==> config.mk <==
export PLATFORM = sky130hd
export DESIGN_NAME = cpu_6502_addr_seq
export DESIGN_NICKNAME = d
export VERILOG_FILES = /design/src/rtl/cpu_6502_addr_seq_pkg.sv /design/src/rtl/cpu_6502_ea_calc.sv /design/src/rtl/cpu_6502_addr_seq.sv
export SDC_FILE = /design/constraint.sdc
export NUM_CORES = 1
export LEC_CHECK = 0
export ABC_AREA = 1
export ABC_CLOCK_PERIOD_IN_PS = 4850
export CAP_MARGIN = 20
export CORE_MARGIN = 4
export CORE_UTILIZATION = 55
export DETAILED_ROUTE_END_ITERATION = 6
export PLACE_DENSITY = 0.8
export SYNTH_ARGS = -nofsm -noshare
export SYNTH_HDL_FRONTEND = slang
export SYNTH_SLANG_ARGS = --single-unit
==> constraint.sdc <==
create_clock -name clk -period 4.85 [get_ports clk]
set_input_delay 0.97 -clock clk [delete_from_list [all_inputs] [get_ports clk]]
set_output_delay 0.97 -clock clk [all_outputs]
set_load 0.02 [all_outputs]
==> src/rtl/cpu_6502_addr_seq_pkg.sv <==
// Shared ISA types for the 6502 operand/effective-address sequencer:
// addressing modes, sequencer states and the memory-address mux select.
package cpu_6502_addr_seq_pkg;

    typedef enum logic [3:0] {
        IMPLIED           = 4'd0,
        ACCUMULATOR       = 4'd1,
        IMMEDIATE         = 4'd2,
        ZERO_PAGE         = 4'd3,
        ZERO_PAGE_X       = 4'd4,
        ZERO_PAGE_Y       = 4'd5,
        RELATIVE          = 4'd6,
        ABSOLUTE          = 4'd7,
        ABSOLUTE_X        = 4'd8,
        ABSOLUTE_Y        = 4'd9,
        INDIRECT_X        = 4'd10,
        INDIRECT_Y        = 4'd11,
        ABSOLUTE_INDIRECT = 4'd12
    } addressing_mode_t;

    typedef enum logic [2:0] {
        IDLE   = 3'd0,
        FOP1   = 3'd1,
        FOP2   = 3'd2,
        IND_LO = 3'd3,
        IND_HI = 3'd4,
        DONE   = 3'd5
    } seq_state_t;

    typedef enum logic {
        PC_FETCH_ADDRESS = 1'b0,
        ALU_ADDRESS      = 1'b1
    } ctrl_mux_mem_addr_t;

    // Unused encodings behave as IMPLIED so they never start a bus cycle.
    function automatic addressing_mode_t decode_mode(input logic [3:0] raw);
        return (raw > 4'd12) ? IMPLIED : addressing_mode_t'(raw);
    endfunction

    function automatic logic is_implied(input addressing_mode_t m);
        return (m == IMPLIED) || (m == ACCUMULATOR);
    endfunction

    function automatic logic has_second_operand(input addressing_mode_t m);
        case (m)
            ABSOLUTE, ABSOLUTE_X, ABSOLUTE_Y, ABSOLUTE_INDIRECT: return 1'b1;
            default:                                            return 1'b0;
        endcase
    endfunction

    function automatic logic has_pointer(input addressing_mode_t m);
        case (m)
            INDIRECT_X, INDIRECT_Y, ABSOLUTE_INDIRECT: return 1'b1;
            default:                                   return 1'b0;
        endcase
    endfunction

endpackage

==> src/rtl/cpu_6502_ea_calc.sv <==
// Combinational pointer-address and effective-address arithmetic for every
// addressing mode, including zero-page and indirect-JMP page-wrap quirks.
module cpu_6502_ea_calc
    import cpu_6502_addr_seq_pkg::*;
(
    input  addressing_mode_t mode_i,
    input  logic [15:0]      pc_i,
    input  logic [7:0]       op_lo_i,
    input  logic [7:0]       op_hi_i,
    input  logic [7:0]       ptr_lo_i,
    input  logic [7:0]       ptr_hi_i,
    input  logic [7:0]       x_i,
    input  logic [7:0]       y_i,
    output logic [15:0]      ptr_lo_addr_o,
    output logic [15:0]      ptr_hi_addr_o,
    output logic [15:0]      ea_o
);

    logic [7:0]  w_zp_x;
    logic [7:0]  w_zp_y;
    logic [15:0] w_abs;
    logic [15:0] w_ptr;

    assign w_zp_x = op_lo_i + x_i;
    assign w_zp_y = op_lo_i + y_i;
    assign w_abs  = {op_hi_i, op_lo_i};
    assign w_ptr  = {ptr_hi_i, ptr_lo_i};

    // Pointer byte addresses; the high byte never carries into the next page.
    always_comb begin
        ptr_lo_addr_o = 16'h0000;
        ptr_hi_addr_o = 16'h0000;
        case (mode_i)
            INDIRECT_X: begin
                ptr_lo_addr_o = {8'h00, w_zp_x};
                ptr_hi_addr_o = {8'h00, w_zp_x + 8'd1};
            end
            INDIRECT_Y: begin
                ptr_lo_addr_o = {8'h00, op_lo_i};
                ptr_hi_addr_o = {8'h00, op_lo_i + 8'd1};
            end
            ABSOLUTE_INDIRECT: begin
                ptr_lo_addr_o = w_abs;
                ptr_hi_addr_o = {op_hi_i, op_lo_i + 8'd1};
            end
            default: begin
                ptr_lo_addr_o = 16'h0000;
                ptr_hi_addr_o = 16'h0000;
            end
        endcase
    end

    // Effective address from captured operand/pointer bytes and live index registers.
    always_comb begin
        ea_o = 16'h0000;
        case (mode_i)
            IMMEDIATE:         ea_o = pc_i;
            ZERO_PAGE:         ea_o = {8'h00, op_lo_i};
            ZERO_PAGE_X:       ea_o = {8'h00, w_zp_x};
            ZERO_PAGE_Y:       ea_o = {8'h00, w_zp_y};
            RELATIVE:          ea_o = pc_i + 16'd1 + {{8{op_lo_i[7]}}, op_lo_i};
            ABSOLUTE:          ea_o = w_abs;
            ABSOLUTE_X:        ea_o = w_abs + {8'h00, x_i};
            ABSOLUTE_Y:        ea_o = w_abs + {8'h00, y_i};
            INDIRECT_X:        ea_o = w_ptr;
            INDIRECT_Y:        ea_o = w_ptr + {8'h00, y_i};
            ABSOLUTE_INDIRECT: ea_o = w_ptr;
            default:           ea_o = 16'h0000;
        endcase
    end

endmodule

==> src/rtl/cpu_6502_addr_seq.sv <==
// Operand-fetch and effective-address sequencer: walks the operand and
// pointer reads for one instruction and pulses ea_valid_o when done.
module cpu_6502_addr_seq
    import cpu_6502_addr_seq_pkg::*;
(
    input  logic        clk,
    input  logic        rst,
    input  logic        instr_valid_i,
    input  logic [3:0]  addr_mode_i,
    input  logic [15:0] pc_i,
    input  logic [7:0]  x_i,
    input  logic [7:0]  y_i,
    input  logic [7:0]  mem_rdata_i,
    input  logic        mem_ready_i,
    output logic        mem_req_o,
    output logic [15:0] mem_addr_o,
    output logic        mem_addr_sel_o,
    output logic        pc_inc_o,
    output logic [7:0]  operand_o,
    output logic [15:0] ea_o,
    output logic        ea_valid_o,
    output logic        busy_o
);

    seq_state_t       r_state;
    seq_state_t       w_next_state;
    addressing_mode_t r_mode;
    addressing_mode_t w_new_mode;
    logic [15:0]      r_pc;
    logic [15:0]      r_ea;
    logic [7:0]       r_op_lo;
    logic [7:0]       r_op_hi;
    logic [7:0]       r_ptr_lo;
    logic [7:0]       r_ptr_hi;
    logic [15:0]      w_ptr_lo_addr;
    logic [15:0]      w_ptr_hi_addr;
    logic [15:0]      w_ea;

    assign w_new_mode = decode_mode(addr_mode_i);
    assign operand_o  = r_op_lo;

    cpu_6502_ea_calc u_ea_calc (
        .mode_i        (r_mode),
        .pc_i          (r_pc),
        .op_lo_i       (r_op_lo),
        .op_hi_i       (r_op_hi),
        .ptr_lo_i      (r_ptr_lo),
        .ptr_hi_i      (r_ptr_hi),
        .x_i           (x_i),
        .y_i           (y_i),
        .ptr_lo_addr_o (w_ptr_lo_addr),
        .ptr_hi_addr_o (w_ptr_hi_addr),
        .ea_o          (w_ea)
    );

    // State register.
    always_ff @(posedge clk) begin
        if (rst) begin
            r_state <= IDLE;
        end else begin
            r_state <= w_next_state;
        end
    end

    // Next-state logic; fetch states only move on when memory completes.
    always_comb begin
        w_next_state = r_state;
        case (r_state)
            IDLE: begin
                if (instr_valid_i) begin
                    w_next_state = is_implied(w_new_mode) ? DONE : FOP1;
                end else begin
                    w_next_state = IDLE;
                end
            end
            FOP1: begin
                if (!mem_ready_i)                  w_next_state = FOP1;
                else if (has_second_operand(r_mode)) w_next_state = FOP2;
                else if (has_pointer(r_mode))      w_next_state = IND_LO;
                else                               w_next_state = DONE;
            end
            FOP2: begin
                if (!mem_ready_i)             w_next_state = FOP2;
                else if (has_pointer(r_mode)) w_next_state = IND_LO;
                else                          w_next_state = DONE;
            end
            IND_LO:  w_next_state = mem_ready_i ? IND_HI : IND_LO;
            IND_HI:  w_next_state = mem_ready_i ? DONE : IND_HI;
            DONE:    w_next_state = IDLE;
            default: w_next_state = IDLE;
        endcase
    end

    // Instruction context and fetched bytes; EA is latched so it holds after DONE.
    always_ff @(posedge clk) begin
        if (rst) begin
            r_mode   <= IMPLIED;
            r_pc     <= 16'h0000;
            r_ea     <= 16'h0000;
            r_op_lo  <= 8'h00;
            r_op_hi  <= 8'h00;
            r_ptr_lo <= 8'h00;
            r_ptr_hi <= 8'h00;
        end else begin
            if (r_state == IDLE && instr_valid_i) begin
                r_mode <= w_new_mode;
                r_pc   <= pc_i;
            end
            case (r_state)
                FOP1:    if (mem_ready_i) r_op_lo  <= mem_rdata_i;
                FOP2:    if (mem_ready_i) r_op_hi  <= mem_rdata_i;
                IND_LO:  if (mem_ready_i) r_ptr_lo <= mem_rdata_i;
                IND_HI:  if (mem_ready_i) r_ptr_hi <= mem_rdata_i;
                DONE:    r_ea <= w_ea;
                default: r_ea <= r_ea;
            endcase
        end
    end

    // Moore-style outputs decoded from state; pc_inc_o also needs the ready handshake.
    always_comb begin
        mem_req_o      = 1'b0;
        mem_addr_o     = 16'h0000;
        mem_addr_sel_o = PC_FETCH_ADDRESS;
        pc_inc_o       = 1'b0;
        ea_valid_o     = 1'b0;
        ea_o           = r_ea;
        busy_o         = 1'b1;
        case (r_state)
            IDLE: busy_o = 1'b0;
            FOP1: begin
                mem_req_o  = 1'b1;
                mem_addr_o = r_pc;
                pc_inc_o   = mem_ready_i;
            end
            FOP2: begin
                mem_req_o  = 1'b1;
                mem_addr_o = r_pc + 16'd1;
                pc_inc_o   = mem_ready_i;
            end
            IND_LO: begin
                mem_req_o      = 1'b1;
                mem_addr_o     = w_ptr_lo_addr;
                mem_addr_sel_o = ALU_ADDRESS;
            end
            IND_HI: begin
                mem_req_o      = 1'b1;
                mem_addr_o     = w_ptr_hi_addr;
                mem_addr_sel_o = ALU_ADDRESS;
            end
            DONE: begin
                ea_valid_o = 1'b1;
                ea_o       = w_ea;
            end
            default: busy_o = 1'b0;
        endcase
    end

endmodule
## Word level (Yosys, flattened, before mapping)

Cells that the tools add are included.

- Register bits: 71
- Input bits: 48
- Output and inout bits: 45
- Word-level logic and storage cells: 80

- Add/subtract/negate cells: 9
- Order comparisons: 1
- Eq/ne operators: 17
- Mux-type cells: 30
- Reduce and logical (&&, ||, !) cells: 15

Operator list:

| kind | count |
|---|---|
| $pmux W16 S10 | 1 |
| $pmux W16 S3 | 2 |
| $pmux W16 S4 | 1 |
| $add A16 B8 Y16 | 3 |
| $mux W3 | 8 |
| $eq A4 B4 Y1 const B | 5 |
| $add A16 B1 Y16 const B | 1 |
| $add A16 B16 Y16 | 1 |
| $add A8 B1 Y8 const B | 2 |
| $add A8 B8 Y8 | 2 |
| $eq A4 B3 Y1 const B | 4 |
| $mux W16 | 1 |
| $mux W1 | 15 |
| $pmux W3 S5 | 1 |
| $eq A4 B2 Y1 const B | 2 |
| $reduce_and A2 Y1 | 4 |
| $reduce_or A4 Y1 | 2 |
| $eq A3 B2 Y1 const B | 2 |
| $eq A3 B3 Y1 const B | 2 |
| $reduce_or A2 Y1 | 3 |
| $reduce_or A5 Y1 | 1 |
| $eq A4 B1 Y1 const B | 1 |
| $gt A4 B4 Y1 const B | 1 |
| $logic_not A4 Y1 | 1 |
| 6 further kinds | 6 |

## Depth between registers and ports, before layout

Gate-level depths: netlist of the first run.

- Depth after elaboration: 12
- Mapped depth: 22
- Depth with buffers taken out: 22

## Hierarchy

A second synthesis of the first run with hierarchy kept.

- Cell total of the unflattened synthesis: 1174
- Area total of the unflattened synthesis: 7094.3 um2

Modules (own cells, without submodules):

| module | times used | cells each | area each (um2) | seq. area each (um2) |
|---|---|---|---|---|
| cpu_6502_ea_calc | 1 | 658 | 3673.5 | 0.0 |
| cpu_6502_addr_seq | 1 | 516 | 3420.8 | 1421.4 |

## Worst setup path after synthesis of the first run

No wires, ideal clock.

- Path kind: flip-flop to output port
- Start point: register r_mode[3]
- End point: output port ea_o[12]
- Data arrival time: 2.836 ns
- Data required time: 3.880 ns
- Path slack: 1.044 ns
- Cell stages (with the launch flop): 23
- Buffers on the path: 2
- Cells stage by stage: dfxtp_1 > inv_2 > nor2_8 > nand2_4 > clkbuf_8 > clkbuf_1 > o21ai_0 > ha_1 > inv_1 > fa_1 > nor2_1 > nand2_1 > nand2_1 > nand2_1 > nand2_1 > nand2_2 > nor2_4 > inv_2 > nor2_2 > o21ai_1 > nand3b_1 > nand2_1 > nand2_1

- Word-level cells in the longest chain between the ends: 4
- Elaborated cells between the ends (all ways): 14
- Classes of those cells: eq/ne (11); mux (2); reduce/logical (1)

RTL lines:

| item | line | text |
|---|---|---|
| start: declaration | cpu_6502_addr_seq.sv:27 | `addressing_mode_t r_mode;` |
| start signal: assignment | cpu_6502_addr_seq.sv:106 | `r_mode <= w_new_mode;` |
| $eq A4 B4 Y1 | cpu_6502_ea_calc.sv:56 | `case (mode_i)` |
| $reduce_or A2 Y1 (no source line) | -- |  |
| $pmux W16 S10 (*) | cpu_6502_ea_calc.sv:56 |  |
| $mux W16 (*) | cpu_6502_addr_seq.sv:129 | `case (r_state)` |
| end: declaration | cpu_6502_addr_seq.sv:20 | `output logic [15:0] ea_o,` |

Every way passes the cells marked *; elsewhere a longest branch is shown, timed or not.

## Worst setup path in the final report of the first run

- Start point: input port x_i[0]
- End point: output port mem_addr_o[4]

- Word-level cells in the longest chain between the ends: 4
- Elaborated cells between the ends (all ways): 5
- Classes of those cells: add/sub (2); mux (3)

RTL lines:

| item | line | text |
|---|---|---|
| start: declaration | cpu_6502_addr_seq.sv:11 | `input logic [7:0] x_i,` |
| $add A8 B8 Y8 (*) | cpu_6502_ea_calc.sv:24 | `assign w_zp_x = op_lo_i + x_i;` |
| $add A8 B1 Y8 | cpu_6502_ea_calc.sv:36 | `ptr_hi_addr_o = {8'h00, w_zp_x + 8'd1};` |
| $pmux W16 S3 | cpu_6502_ea_calc.sv:33 | `case (mode_i)` |
| $pmux W16 S4 (*) | cpu_6502_addr_seq.sv:129 |  |
| end: declaration | cpu_6502_addr_seq.sv:16 | `output logic [15:0] mem_addr_o,` |

Marked as above.

==> results of run 1 <==
-- how the worst max path moves through the flow --
stage,end,slack (ps),cells past startpoint,from
after global routing,ea_o[7],0.9,17,r_pc[1]
after detailed placement,mem_addr_o[7],-50,14,x_i[0]
after CTS,ea_o[13],20,22,r_pc[1]
after floorplan,ea_o[12],1040,22,r_mode[3]
after global placement,mem_addr_o[7],-10,14,x_i[0]
final,mem_addr_o[4],120,14,x_i[0]
-- cells in the mapped netlist (2+ instances only) --
cell type,number
o22ai_1,25
o21bai_1,2
o221ai_1,11
nand2_4,2
o32ai_1,2
nand2_1,288
nor2_4,2
nor2_2,6
a31oi_1,3
nand3b_1,6
inv_1,145
o2111ai_1,2
clkinv_1,3
a21oi_1,124
nand2_2,10
a21o_1,4
nand4_1,12
or2_2,5
xnor2_1,6
clkbuf_1,20
a22oi_1,5
nor3_1,13
o21ai_1,2
fa_1,4
o21ai_0,91
nor4_1,3
buf_2,3
a21boi_0,2
nand3_1,85
xor2_1,15
dfxtp_1,71
nor2_1,82
ha_1,43
a211oi_1,4
buf_1,2
inv_2,4
o31ai_1,2
o211ai_1,2
-- per-layer routing --
layer	track usage	share of wire
met5	0	0
met1	0.4531	0.44
met4	0.1282	0.031
met3	0.06316	0.10
met2	0.5258	0.43
-- report_power, final --
part | internal [mW] | total, mW | switching (mW)
registers | 0.626 | 0.686 | 0.0593
logic | 0.306 | 0.849 | 0.543
clock network | 0.403 | 0.697 | 0.295
total | 1.34 | 2.23 | 0.897
-- repair_timing --
action | CTS | global route
setup endpoints to repair | 6 | 12
endpoints found under the hold margin | 0 | 0
pin swaps | 0 | 1
hold buffers | 0 | 0
setup buffers | 0 | 0
cloned | 0 | 0
gates resized for setup | 3 | 21
-- stage by stage --
| step | power (mW) | hold slack (ps) | cell area, µm² | util |
|---|---|---|---|---|
| 3_3_place_gp | 1.499 | 454.9 | 7848 | 0.6533 |
| 2_1_floorplan | 1.210 | 439.0 | 6745 | - |
| 5_1_grt | 2.338 | 486.6 | 8217 | 0.6841 |
| 3_5_place_dp | 1.508 | 460.0 | 7848 | 0.6533 |
| 4_1_cts | 2.200 | 469.0 | 8149 | 0.6784 |
| 6_report | 2.232 | 467.5 | 8217 | 0.6841 |
-- sequential cells by signal, indices dropped and copies added, names as in the netlist --
signal     count
r_ptr_lo       8
r_ea          16
r_state        3
r_op_hi        8
operand_o      8
r_pc          16
r_mode         4
r_ptr_hi       8
-- kinds of logic after synthesis --
family / after synthesis
simple gates: 517
xor+xnor: 21
flops: 71
buf+inv: 180
compound gates: 286
fa+ha+maj: 47
-- worst max-delay path, cell delays in order --
cell and delay (ps):
clkdlybuf4s50_1 400, ha_1 230, fa_1 400, nand3_1 90
nand2_1 130, xor2_1 270, inv_1 90, buf_4 160
nand2_1 60, nand2_1 40, o22ai_1 140, a21oi_1 90
nand2_1 90, clkdlybuf4s50_1 610
-- final cells by class --
type / count / share of cell area
Timing Repair Buffer: 109 / 0.1293
Multi-Input combinational cell: 871 / 0.5692
Clock inverter: 6 / 0.008527
Sequential cell: 71 / 0.1733
Clock buffer: 10 / 0.02787
Tap cell: 147 / 0.02238
Inverter: 152 / 0.06944
==> results.json, run 1 <==
{
  "outcome": "completed",
  "avgSynthCellArea_um2": 6.012,
  "fin_setup_tns_ps": 0,
  "r2r-end": "r_ea[15]",
  "drv_slew": 0,
  "syn-instance-count": 1122,
  "cts-root-buf": "clkbuf_16",
  "hp-class": "register to register",
  "drt_wl_total_mm": 24.25,
  "relSlewSlack": 0.4056,
  "synth_compound_area_frac": 0.2363,
  "r2r-start": "r_pc[1]",
  "area_delta_synth_final_pct": 21.81,
  "muxShareOfSynthArea": 0,
  "finalHoldViolCount": 0,
  "insertedDiodeCount": 0,
  "synthSimpleGateAreaFrac": 0.3302,
  "final_cells": 1366,
  "synth_top_area_frac": 0.2107,
  "vdd_drop_max_mv": 0.2104,
  "max_freq_mhz": 211.4,
  "grt_max_degree": 44,
  "fin_crit_sh": 0.9752,
  "synth_edf_count": 0,
  "num_vias": 8034,
  "dr.pass1.iters": 6,
  "rows": 40,
  "die_w_um": 118.7,
  "ys_warn_count": 0,
  "drt-initial-drc-count": 1079,
  "clkSinkCount": 71,
  "leakage_nw": 3.911,
  "skew_ps": 7.331,
  "r2r_slack_ps": 1610,
  "cp.arrival_ps": 3760,
  "hold_end": "r_ptr_lo[6]",
  "cts_tree": "done",
  "drive_gt1_frac": 0.06235,
  "min_delay_path_depth": 2,
  "synth-xor-area-share": 0.02727,
  "final_cell_mix": "nand2_1, inv_1, a21oi_1",
  "synthArstFlopShare": 0,
  "clockBufferDepth": 2,
  "min-delay-start": "r_ptr_lo[6]",
  "port-buffer-count": 92,
  "synth_cell_types": 49,
  "rsz0062_at_grt": "no",
  "num_io_pins": 93,
  "initial_core_util": 0.5616,
  "cp.required_ps": 3880,
  "final_common_cell": "nand2_1",
  "final_nets": 1309,
  "dp_hpwl_mm": 18.89,
  "cts_made_buffers": 9,
  "drv_cap": 0,
  "routedWlPerCell_um": 17.75,
  "fin_ws_ps": 120.2,
  "place_inst": 1350,
  "grt_pass1_wl_mm": 37.42,
  "die-area_mm2": 0.01410,
  "worst_slew_pin_slew_ps": 888.3,
  "synthFlopType": "dfxtp_1",
  "post-route-drc-count": 0,
  "crit_fanout": 4,
  "synth_nets": 1217,
  "reg2reg_depth": 19,
  "core_area_mm2": 0.01201,
  "critPathKind": "input pin to output port",
  "htreeDepth": 3,
  "pre_cts_ws_ps": -54.31,
  "grt_use_total": 0.3344,
  "p_per_area_mw_per_mm2": 271.6,
  "grt_antenna_before_repair": 0,
  "grt_overflow": 0,
  "regArea_mm2": 0.001424,
  "synth_top_family_by_area": "simple AND/OR/NAND/NOR gates",
  "seq_area_frac_synth": 0.2107,
  "worst_skew_pair.late_latency_ps": 350,
  "synthAdderAreaFrac": 0.09163,
  "fp.dieH_um": 118.7,
  "gp_congestion": 1.068,
  "timing.final.crit_period_ps": 4730,
  "ys_top_cells_by_area": "dfxtp_1, nand2_1, a21oi_1",
  "fillers": 1121,
  "finalSetupViolations": 0,
  "end_kind": "output port",
  "yosys.area.top_type": "dfxtp_1",
  "post_drt_via_cell_ratio": 5.881,
  "ant_nets": 0,
  "critPathLaunchType": "input pin",
  "grt_pass1_vias": 7241,
  "syn_area_mm2": 0.006745,
  "clk_pin_slew_ps": 60,
  "multi_input_area_mm2": 0.004677,
  "ys_ff_latch": 71
}
Note: power is estimated with default switching activity, not from simulation.
==> run 2: changes to the inputs <==
Settings changed: CORE_ASPECT_RATIO from default to 0.8, HOLD_SLACK_MARGIN from default to 0.05.
==> run 2 against run 1 <==
The run now ends with DRC left. Worst setup slack gained 4.3 ps. Sequential cell count unchanged. Maximum frequency is essentially flat. Total power rose by 0.30%. Non-clock buffer count up 4. Cell count up 0.37%. Register-to-register slack better by 110 ps. Cell area up 0.81%. Clock skew up 2.0 ps. Clock power decreased by 3%. Critical endpoint is now ea_o[4]. Largest cell class unchanged. Highest routed layer unchanged.
==> results.json, run 2 (synthesis gave the netlist of run 1 again) <==
{
  "slowest_delay_ps": 590,
  "ant_nets": 0,
  "num_vias": 8119,
  "critPathLaunchType": "input pin",
  "skew_ps": 9.366,
  "outcome": "complete, but fails checks",
  "grt_antenna_before_repair": 0,
  "end_kind": "output port",
  "crit_fanout": 4,
  "crit_path_cell_trace": "clkdlybuf4s50_1 -> ha_1 -> fa_1 -> nand3_1 -> nand2_1 -> xor2_2 -> inv_1 -> buf_4 -> o211ai_1 -> o21ai_1 -> nand2_1 -> clkdlybuf4s50_1",
  "worst-path-buf-inv": 4,
  "fin_crit_sh": 0.9743,
  "relSlewSlack": 0.5213,
  "grt_overflow": 0,
  "dp_hpwl_mm": 19.40,
  "routedWlPerCell_um": 17.88,
  "final_util": 0.7058,
  "cp.required_ps": 3880,
  "fp.dieH_um": 107.1,
  "final_common_cell": "nand2_1",
  "dpl-instance-area_mm2": 0.007871,
  "drive_gt1_frac": 0.07032,
  "critPathTopFamily": "buffers and inverters",
  "critPathKind": "input pin to output port",
  "finalSetupViolations": 0,
  "grt_use_total": 0.3422,
  "cts_made_buffers": 9,
  "die-area_mm2": 0.01411,
  "insertedDiodeCount": 0,
  "clkSinkCount": 71,
  "gp_congestion": 0.9902,
  "post_drt_via_cell_ratio": 5.922,
  "area_delta_synth_final_pct": 22.80,
  "stdcell_area_mm2": 0.008283,
  "clk_pin_slew_ps": 60,
  "finalHoldViolCount": 0,
  "biggestRegsByFlops": "r_ea: 16 flops, r_pc: 16 flops",
  "worst_skew_pair.late_latency_ps": 360,
  "grt_pass1_wl_mm": 38.41,
  "timing.hold.ws_ps": 471.6,
  "grt_pass1_vias": 7444,
  "cts-root-buf": "clkbuf_16",
  "htreeDepth": 3,
  "timing.final.crit_period_ps": 4726,
  "fin_setup_tns_ps": 0,
  "rsz0062_at_grt": "no",
  "leakage_nw": 3.952,
  "vdd_drop_max_mv": 0.2139,
  "fillers": 1072,
  "post-route-drc-count": 1,
  "final_cell_mix": "nand2_1, inv_1, a21oi_1",
  "initial_core_util": 0.5747,
  "worst_slew_pin_slew_ps": 716.3,
  "dr.pass1.iters": 7,
  "cpMaxStageDelayCell": "clkdlybuf4s50_1",
  "cts_tree": "done",
  "grt_max_degree": 28,
  "cp.arrival_ps": 3760,
  "r2r_slack_ps": 1720,
  "drt-initial-drc-count": 965,
  "drv_cap": 0,
  "die_w_um": 131.8,
  "rows": 35,
  "clockBufferDepth": 2,
  "final_nets": 1313,
  "port-buffer-count": 92,
  "num_io_pins": 93,
  "p_per_area_mw_per_mm2": 270.3,
  "drv_slew": 0,
  "violations": "DRC",
  "power_mw": 2.239,
  "max_freq_mhz": 211.6,
  "core_area_mm2": 0.01174,
  "drt_wl_total_mm": 24.51,
  "hp-class": "register to register"
}
==> run 2: routing by layer <==
| layer | vias to the layer above | wire length (µm) | share of wire | GRT usage |
|---|---|---|---|---|
| met1 | 3614 | 10900 | 0.44 | 0.4817 |
| met4 | 0 | 731 | 0.030 | 0.09070 |
| met3 | 66 | 3121 | 0.13 | 0.09850 |
| met2 | 485 | 9756 | 0.40 | 0.5125 |
| met5 | - | 0 | 0 | 0 |
| li1 | 3954 | - | - | - |
==> run 2: through the flow <==
stage / worst slack (ps) / cells
global route: 13.13 / 1371
floorplan: 1044 / 1122
global placement: -24.66 / 1354
CTS: -25.22 / 1370
detailed placement: -55.81 / 1354
finish: 124.5 / 1371
==> run 2: worst paths after layout <==
path,cells past startpoint,end,startpoint
setup / recovery,12,ea_o[4],x_i[0]
hold / removal,2,r_ea[9],r_ea[9]
setup reg to reg,19,r_ea[15],r_pc[0]
hold reg to reg,2,r_ea[9],r_ea[9]
==> run 2: worst reg2reg max path, delay by kind of cell (launching register included) <==
family                   cells  cell delay, ps
buffers and inverters        1             160
AND/OR/NAND/NOR             14            1780
flip-flops                   1             360
AO/OA/AOI/OAI                1              60
adder cells (fa/ha/maj)      2             520
XOR/XNOR                     1             110
==> run 2: report_power, final <==
group / leakage (nW) / switching, mW / internal (mW)
clock: 0.136 / 0.319 / 0.359
combinational: 3.24 / 0.557 / 0.319
sequential: 0.578 / 0.0596 / 0.626
==> run 2: final cells by class <==
| type | instances | area (µm²) | area share |
|---|---|---|---|
| well taps | 148 | 185.2 | 0.02236 |
| repair buffers | 113 | 1094 | 0.1320 |
| clock buffers | 9 | 225.2 | 0.02719 |
| clock inverters | 7 | 63.81 | 0.007704 |
| flip-flops and latches | 71 | 1423 | 0.1718 |
| inverters | 152 | 570.5 | 0.06888 |
| multi-input cells | 871 | 4722 | 0.5701 |
==> run 2: repair_timing <==
action,4_1_cts,5_1_grt
setup buffers,0,1
cloned,0,0
hold buffers,0,0
pin swaps,0,2
resized for setup,3,32
endpoints found under the setup margin,7,14
==> run 3: changes to the inputs <==
Settings changed: ABC_CLOCK_PERIOD_IN_PS 4850 to 4400.
Clock period 4.85 ns to 4.4 ns, I/O delays scaled along.
==> run 3 against run 2 <==
Register-to-register slack lost 330 ps. The flow now finishes without violations. Total power grew 14%. Core utilization grew 2.8 points. Sequential power grew 8.3%. Cell count grew 3.1%. Critical path type unchanged. Wire length grew 5.2%. Die area is the same. Clock skew grew 5.8 ps. Clock power grew 4.9%. Via count grew 4.1%.
==> results.json, run 3 (synthesis gave the netlist of run 1 again) <==
{
  "power_switching_mw": 1.051,
  "relSlewSlack": 0.5819,
  "p_per_area_mw_per_mm2": 295.8,
  "port-buffer-count": 92,
  "rsz0062_at_grt": "yes",
  "intPower_mw": 1.498,
  "area_delta_synth_final_pct": 27.73,
  "p_seq_frac": 0.291,
  "htreeDepth": 3,
  "die_w_um": 131.8,
  "grt_antenna_before_repair": 0,
  "drv_slew": 0,
  "cts_made_buffers": 9,
  "post-route-drc-count": 0,
  "clk_pin_slew_ps": 60,
  "drt_wl_total_mm": 25.79,
  "end_kind": "output port",
  "drive_gt1_frac": 0.1240,
  "clockBufferDepth": 2,
  "r2r_slack_ps": 1390,
  "max_freq_mhz": 233.1,
  "min-delay-start": "r_ptr_lo[7]",
  "crit_fanout": 3,
  "skew_ps": 15.12,
  "gp_congestion": 1.050,
  "timing.final.crit_period_ps": 4290,
  "post_drt_via_cell_ratio": 5.975,
  "fp.dieH_um": 107.1,
  "finalHoldViolCount": 0,
  "p_comb_frac": 0.430,
  "dr.pass1.iters": 6,
  "r2r-end": "r_ea[10]",
  "critPathLaunchType": "input pin",
  "final_util": 0.7341,
  "cts-root-buf": "clkbuf_16",
  "min_delay_path_depth": 2,
  "p_clk_frac": 0.279,
  "final_common_cell": "nand2_1",
  "leakage_nw": 4.102,
  "power_mw": 2.548,
  "worst_slew_pin_slew_ps": 625.5,
  "final_cell_mix": "nand2_1, inv_1, a21oi_1",
  "finalSetupViolations": 0,
  "fin_crit_sh": 0.9749,
  "insertedDiodeCount": 0,
  "ant_nets": 0,
  "critPathKind": "input pin to output port",
  "clkSinkCount": 71,
  "drv_cap": 0,
  "final_nets": 1356,
  "biggestRegsByFlops": "r_ea: 16 flops, r_pc: 16 flops",
  "grt_pass1_wl_mm": 39.79,
  "hold_end": "r_ptr_lo[7]",
  "num_io_pins": 93,
  "cp.arrival_ps": 3410,
  "grt_use_total": 0.3558,
  "dp_hpwl_mm": 20.18,
  "fillers": 1037,
  "cp.required_ps": 3520,
  "vdd_drop_max_mv": 0.2443,
  "cts_tree": "done",
  "reg2reg_depth": 18,
  "hp-class": "register to register",
  "die-area_mm2": 0.01411,
  "routedWlPerCell_um": 18.24,
  "grt_overflow": 0,
  "sw_frac_of_total": 0.4124,
  "r2r-start": "r_pc[0]",
  "worst_skew_pair.late_latency_ps": 350,
  "grt_max_degree": 28,
  "drt-initial-drc-count": 1070,
  "num_vias": 8449,
  "grt_pass1_vias": 7722,
  "initial_core_util": 0.5747,
  "core_area_mm2": 0.01174,
  "rows": 35,
  "stdcell_area_mm2": 0.008616,
  "dpl-instance-area_mm2": 0.008187,
  "outcome": "completed"
}
run 3: power groups by stage:
stage	registers [mW]	logic (mW)	clock network (mW)
floorplan	0.759	0.575	0
global route	0.747	1.18	0.737
finish	0.742	1.10	0.711
detailed placement	0.751	1.01	0
CTS	0.738	1.02	0.709
global placement	0.751	0.999	0
run 3: what timing repair did:
item                                    in CTS  in global routing
resized for setup                           24                 64
buffers inserted                             0                  2
pin swaps                                    0                  6
hold buffers                                 0                  0
endpoints found under the setup margin      17                 20
run 3: layout make-up:
class / instances / area, µm² / share of cell area
Tap cell: 148 / 185.2 / 0.02149
Sequential cell: 71 / 1423 / 0.1651
Clock inverter: 6 / 43.79 / 0.005083
Inverter: 152 / 570.5 / 0.06622
Clock buffer: 10 / 229.0 / 0.02658
Timing Repair Buffer: 156 / 1355 / 0.1573
Multi-Input combinational cell: 871 / 4810 / 0.5582
run 3: critical path, cell delays in order:
cell and delay (ps):
clkdlybuf4s50_1 400, ha_1 230, fa_1 430, nand3_1 100, nand2_1 120, nand2_1 90
nand2_1 120, xnor2_2 240, inv_1 140, a21oi_2 160, buf_4 120, nand3_1 60
nand2_1 100, nand2_1 60, clkbuf_2 150
run 3: per-layer routing:
metal | vias up | routed length (µm) | global-route usage
li1 | 4044 | - | -
met1 | 3771 | 10790 | 0.4954
met2 | 568 | 10530 | 0.5316
met3 | 66 | 3749 | 0.1102
met4 | 0 | 723 | 0.09820
met5 | - | 0 | 0
run 3: worst max-delay path by stage:
stage / slack (ps) / end / cells past startpoint / start
after floorplan: 680 / ea_o[12] / 22 / r_mode[3]
after CTS: 2 / ea_o[7] / 17 / r_pc[0]
after global placement: -250 / mem_addr_o[7] / 14 / x_i[0]
final: 110 / ea_o[6] / 15 / x_i[0]
after global routing: -90 / mem_addr_o[7] / 14 / x_i[0]
after detailed placement: -250 / mem_addr_o[7] / 14 / x_i[0]
run 3: stage by stage:
stage	worst slack, ps	TNS, ps	std cells	hold WS, ps
floorplan	683.8	0	1122	439.0
global placement	-250.4	-1477	1396	451.6
detailed placement	-248.3	-1815	1396	457.6
CTS	1.809	0	1412	466.2
global route	-90.28	-208.5	1414	487.9
finish	110.4	0	1414	467.4
